`config.mk`:
```
export PLATFORM = sky130hd
export DESIGN_NAME = cfs_cdc_tx
export DESIGN_NICKNAME = d
export VERILOG_FILES = /design/src/rtl/cfs_cdc_pkg.sv /design/src/rtl/cfs_synch.sv /design/src/rtl/cfs_cdc_tx.sv
export SDC_FILE = /design/constraint.sdc
export NUM_CORES = 1
export LEC_CHECK = 0
export ABC_AREA = 0
export CAP_MARGIN = 40
export CORE_AREA = 2 2 66 68
export CTS_BUF_LIST = sky130_fd_sc_hd__clkbuf_2 sky130_fd_sc_hd__clkbuf_4 sky130_fd_sc_hd__clkbuf_8
export DETAILED_ROUTE_END_ITERATION = 7
export DIE_AREA = 0 0 68 70
export PLACE_DENSITY = 0.76
export SLEW_MARGIN = 0
export SYNTH_ARGS = -nofsm -noshare
export SYNTH_HDL_FRONTEND = slang
export SYNTH_SLANG_ARGS = --single-unit
```
`constraint.sdc`:
```
create_clock -name clk -period 1.2 [get_ports clk]
set_clock_uncertainty 0.1 [all_clocks]
set_input_delay 0.12 -clock clk [delete_from_list [all_inputs] [get_ports clk]]
set_output_delay 0.12 -clock clk [all_outputs]
set_load 0.03 [all_outputs]
```
`src/rtl/cfs_cdc_pkg.sv`:
```
// Shared constants for the cfs toggle-handshake CDC sender/receiver pair.
// FSM state encoding and the legal synchroniser depth range.
package cfs_cdc_pkg;

    localparam logic CFS_CDC_IDLE     = 1'b0;
    localparam logic CFS_CDC_WAIT_ACK = 1'b1;

    localparam int CFS_CDC_SYNC_STAGES_MIN = 2;
    localparam int CFS_CDC_SYNC_STAGES_MAX = 4;

    // Out-of-range depths are pulled to the nearest legal value.
    function automatic int cfs_cdc_clamp_stages(input int n);
        if (n < CFS_CDC_SYNC_STAGES_MIN) return CFS_CDC_SYNC_STAGES_MIN;
        if (n > CFS_CDC_SYNC_STAGES_MAX) return CFS_CDC_SYNC_STAGES_MAX;
        return n;
    endfunction

endpackage

```
`src/rtl/cfs_synch.sv`:
```
// One synchroniser flop stage; chained by the parent to build a multi-flop
// synchroniser for a foreign-domain signal.
module cfs_synch #(
    parameter int DATA_WIDTH = 1
) (
    input  logic                  clk,
    input  logic                  reset_n,
    input  logic [DATA_WIDTH-1:0] d,
    output logic [DATA_WIDTH-1:0] q
);

    always_ff @(posedge clk or negedge reset_n) begin
        if (!reset_n) q <= '0;
        else          q <= d;
    end

endmodule

```
`src/rtl/cfs_cdc_tx.sv`:
```
// Source side of a 2-phase req/ack CDC: holds one word on tx_data, toggles tx_req,
// frees itself on the synchronised tx_ack toggle. Optional CFS_CDC_TX_TIMEOUT_EN.
module cfs_cdc_tx
    import cfs_cdc_pkg::*;
#(
    parameter int DATA_WIDTH  = 32,
    parameter int SYNC_STAGES = 2
`ifdef CFS_CDC_TX_TIMEOUT_EN
    ,
    parameter int TIMEOUT_CYCLES = 1024
`endif
) (
    input  logic                  clk,
    input  logic                  reset_n,
    input  logic                  valid,
    input  logic [DATA_WIDTH-1:0] data,
    output logic                  ready,
    output logic                  busy,
    output logic                  tx_req,
    output logic [DATA_WIDTH-1:0] tx_data,
    input  logic                  tx_ack
`ifdef CFS_CDC_TX_TIMEOUT_EN
    ,
    output logic                  timeout
`endif
);

    localparam int STAGES = cfs_cdc_clamp_stages(SYNC_STAGES);

    logic              state_q, state_d;
    logic [STAGES:0]   ack_chain;
    logic              ack_sync;
    logic              accept;

    // Only the last flop of the chain is ever looked at.
    assign ack_chain[0] = tx_ack;
    assign ack_sync     = ack_chain[STAGES];

    for (genvar g = 0; g < STAGES; g++) begin : g_sync
        cfs_synch #(.DATA_WIDTH(1)) u_synch (
            .clk     (clk),
            .reset_n (reset_n),
            .d       (ack_chain[g]),
            .q       (ack_chain[g+1])
        );
    end

    assign accept = (state_q == CFS_CDC_IDLE) && valid;

    always_ff @(posedge clk or negedge reset_n) begin
        if (!reset_n) state_q <= CFS_CDC_IDLE;
        else          state_q <= state_d;
    end

    // A mismatching ack seen in IDLE is spurious and simply ignored.
    always_comb begin
        state_d = state_q;
        case (state_q)
            CFS_CDC_IDLE:     if (valid)              state_d = CFS_CDC_WAIT_ACK;
            CFS_CDC_WAIT_ACK: if (ack_sync == tx_req) state_d = CFS_CDC_IDLE;
            default:                                  state_d = CFS_CDC_IDLE;
        endcase
    end

    always_comb begin
        ready = 1'b0;
        case (state_q)
            CFS_CDC_IDLE:     ready = 1'b1;
            CFS_CDC_WAIT_ACK: ready = 1'b0;
            default:          ready = 1'b0;
        endcase
        busy = ~ready;
    end

    always_ff @(posedge clk or negedge reset_n) begin
        if (!reset_n) begin
            tx_req  <= 1'b0;
            tx_data <= '0;
        end else if (accept) begin
            tx_req  <= ~tx_req;
            tx_data <= data;
        end
    end

`ifdef CFS_CDC_TX_TIMEOUT_EN
    localparam int CW = $clog2(TIMEOUT_CYCLES + 1);
    localparam logic [CW-1:0] CNT_MAX  = CW'(TIMEOUT_CYCLES);
    localparam logic [CW-1:0] CNT_LAST = CW'(TIMEOUT_CYCLES - 1);

    logic [CW-1:0] wait_cnt;

    // Flag rises on the edge that completes the TIMEOUT_CYCLES-th wait cycle.
    always_ff @(posedge clk or negedge reset_n) begin
        if (!reset_n) begin
            wait_cnt <= '0;
            timeout  <= 1'b0;
        end else begin
            if (accept)
                wait_cnt <= '0;
            else if (state_q == CFS_CDC_WAIT_ACK && wait_cnt != CNT_MAX)
                wait_cnt <= wait_cnt + 1'b1;
            if (state_q == CFS_CDC_WAIT_ACK && wait_cnt == CNT_LAST)
                timeout <= 1'b1;
        end
    end
`endif

endmodule

```
Word-level counts from Yosys, hierarchy flattened
Index checks and enable logic that the tools add are counted.
Storage, ports and cells
  output and inout port bits: 35
  input port bits: 36
  register bits: 36
Cells by class
  equal/unequal tests: 1
  reduce and logical (&&, ||, !) cells: 1
  bitwise gates (word level): 3
  mux-type cells: 4
Operators with widths (number)
  $pmux 1 s2: 2
  $not 1->1: 3
  $mux 1: 2
  $eq 1x1->1: 1
  $logic_and 1x1->1: 1

Logic depth before layout (Yosys ltp)
  word-level depth: 3
  depth in mapped cells: 4
  depth with buffers taken out: 2

By module
From an unflattened synthesis, not the netlist that was laid out.
Unflattened totals
  cell total of the unflattened synthesis: 77
  area, all modules: 1453.9 µm²
Modules (own cells, without submodules)
  cfs_cdc_tx: instances 1, area each 1403.8 µm², cells each 75, sequential area each 850.8 µm²
  cfs_synch: instances 2, area each 25.0 µm², cells each 1, sequential area each 25.0 µm²

Worst setup path after synthesis
Ideal clock, no wire load.
  path type: reg2reg
  start point: reg state_q
  end point: reg tx_data[17]
  arrival: 1267 ps
  setup time: 125 ps
  setup slack: -292 ps
  path buffers: 2
  stages on the path, launching flop included: 5
  data required time: 975 ps
  cell sequence: dfrtp_1 > nor2b_1 > buf_6 > buf_6 > mux2_4
Between the ends
  longest elaborated chain between the ends: 2
Ends and longest elaborated chain
  from (decl): line cfs_cdc_tx.sv:30  | logic state_q, state_d;
  from (signal assigned): line cfs_cdc_tx.sv:52  | else state_q <= state_d;
  $not 1->1
  $logic_and 1x1->1: line cfs_cdc_tx.sv:48  | assign accept = (state_q == CFS_CDC_IDLE) && valid;
  to (signal assigned): line cfs_cdc_tx.sv:81  | tx_data <= data;
  to (decl): line cfs_cdc_tx.sv:20  | output logic [DATA_WIDTH-1:0] tx_data,
Every way passes these cells.
A chain may end at the register's enable or synchronous reset.

Final worst setup path
  start point: reg state_q
  end point: reg tx_data[10]
The elaborated chain is that of the path after synthesis.

==> results.sh <==
export IMPL_finalHoldViolations=0
export IMPL_hold_ws_ns=0.175
export IMPL_fmax_ghz=0.730
export IMPL_cts_buffer_depth=2
export IMPL_ys_top_cells_by_area="dfrtp_1 62%, mux2_4 29%, mux2_2 3.1%, buf_8 2.1%, buf_6 1.5%"
export IMPL_chipWidth_um=68
export IMPL_antenna_found_initial=0
export IMPL_die_area_sq_mm=0.00476
export IMPL_drc=0
export IMPL_syn_cell_area_sq_mm=0.00145
export IMPL_arrival_ns=1.43
export IMPL_start_util=0.351
export IMPL_cts_root_buffer="clkbuf_8"
export IMPL_dp_slack_ns=-0.343
export IMPL_h_tree_depth=2
export IMPL_max_slew_margin=0.750
export IMPL_yosysTopAreaCell="dfrtp_1"
export IMPL_fin_nets=197
export IMPL_run_status="finished, violations left"
export IMPL_fill_cells=349
export IMPL_seq_area_sq_um=902
export IMPL_vias=948
export IMPL_wl_um=3370
export IMPL_place_gp_congestion=0.755
export IMPL_min_delay_path_class="input pin to flip-flop"
export IMPL_maxCapViolations=0
export IMPL_diodes=0
export IMPL_fin_crit_ns=1.37
export IMPL_drive_gt1_frac=0.549
export IMPL_avgSynthCellArea_sq_um=18.9
export IMPL_grt_setup_unrepaired="yes"
export IMPL_syn2layout_area_growth_pct=62.7
export IMPL_cts_buffers=5
export IMPL_synth_seq_cells=36
export IMPL_overflow=0
export IMPL_drt_pass1_iterations=4
export IMPL_clock_sinks=36
export IMPL_ios=71
export IMPL_cp_required_ns=1.26
export IMPL_synth_nets=113
export IMPL_most_common_layout_cells="35 x dfrtp_1, 35 x buf_4, 34 x clkdlybuf4s50_1"
export IMPL_coreArea_sq_mm=0.00414
export IMPL_setup_viol=35
export IMPL_cts_tree="done"
export IMPL_cp_end_kind="flip-flop"
export IMPL_worstSkewPairLatency_ns=0.28
export IMPL_fin_tns_setup_ns=-4.98
export IMPL_startpoint_type="flip-flop"
export IMPL_min_period_over_period=1.14
export IMPL_cts_reportedPaths_clkPinSlew_ns=0.06
export IMPL_grt_pass1_wl_um=5150
export IMPL_port_buffers=70
export IMPL_cellLeakagePower_nw=1.12
export IMPL_synthCells=77
export IMPL_dpl_hpwl_um=2460
export IMPL_yosysWarnings=0
export IMPL_violations="setup timing"
export IMPL_worstMarginPinSlew_ns=0.375
export IMPL_yosysSeqAreaShare=0.620
export IMPL_path_max_fanout=13
export IMPL_multi_input_area_sq_um=504
export IMPL_ys_types=9
export IMPL_path_class="flip-flop to flip-flop"
export IMPL_avgRoutedWirePerCell_um=15.8
export IMPL_grt_pass1_vias=1028
export IMPL_die_y_um=70
export IMPL_drtIter0Drc=48
export IMPL_peakVddDrop_v=0.00137
export IMPL_viasPerCell=4.43
export IMPL_p_per_area_mw_per_mm2=2960
export IMPL_final_max_slew_viol_count=0
export IMPL_synth_top_area_share=0.620
export IMPL_fin_ws_ns=-0.170
export IMPL_fin_util=0.571
export IMPL_track_usage=0.151
export IMPL_fp_row_count=24
export IMPL_ant_nets=0
export IMPL_grt_start_max_net_pins=22
routing by layer:
layer | routed length [um] | track usage | part of all wire | up-vias
met5 | 0 | 0 | 0 | -
met4 | 93 | 0.0578 | 0.028 | 0
met3 | 229 | 0.0612 | 0.068 | 9
met2 | 1850 | 0.255 | 0.55 | 43
met1 | 1200 | 0.165 | 0.36 | 468
li1 | - | - | - | 428
area by class of cell:
type                            instances  area share
Inverter                                1     0.00159
Multi-Input combinational cell         36       0.213
Tap cell                               52      0.0275
Clock buffer                            8      0.0412
Sequential cell                        36       0.381
Timing Repair Buffer                   81       0.335
synthesized netlist by cell type:
library cell and number:
dfrtp_1 36, mux2_4 28, mux2_2 4, buf_6 2, buf_8 2, xor2_1 2, a21o_1 1, inv_1 1
nor2b_1 1
worst max-delay path, cell delays in order, from the launching register on:
cell and delay (ns):
dfrtp_2 0.42, nor2b_4 0.13, buf_12 0.14, buf_12 0.16
mux2_4 0.31
cells by family after synthesis:
group	after synthesis	synth area share
AOI/OAI and AO/OA	1	0.00517
xor gates and xnor gates	2	0.0121
buffers and inverters	5	0.0387
DFF	36	0.620
muxes	32	0.320
and+or+nand+nor	1	0.00431
where the power goes:
group	switching (W)	internal, W	total, W
registers	0.000399	0.00181	0.00221
clock network	0.000384	0.000513	0.000897
logic	0.00193	0.00195	0.00389
total	0.00272	0.00428	0.00699
final timing paths:
check	startpoint	cells after the start	endpoint	slack, ns
max	state_q	4	tx_data[10]	-0.17
min	tx_ack	1	g_sync[0].u_synch.q	0.18
max reg2reg	state_q	4	tx_data[10]	-0.17
min reg2reg	g_sync[0].u_synch.q	0	g_sync[1].u_synch.q	0.26
max in group asynchronous	reset_n	3	tx_data[20]	0.38
min in group asynchronous	reset_n	2	tx_data[17]	0.19
flip-flops by register name (all words and copies together) (netlist names):
signal,count
tx_req,1
g_sync.u_synch.q,2
tx_data,32
state_q,1
metrics by stage:
step / cells / total power, W / cell area (sq um)
floorplan: 77 / 0.00450 / 1460
global placement: 200 / 0.00580 / 2160
detailed placement: 200 / 0.00588 / 2160
CTS: 210 / 0.00690 / 2280
global route: 214 / 0.00735 / 2370
finish: 214 / 0.00699 / 2370
what timing repair did:
action / in CTS / in global routing
gates resized for setup: 4 / 1
endpoints found under the hold margin: 36 / 0
cloned: 0 / 2
hold buffers: 1 / 0
endpoints found under the setup margin: 34 / 35
buffers inserted: 1 / 2
No activity file was read; power rests on OpenSTA's default activity.
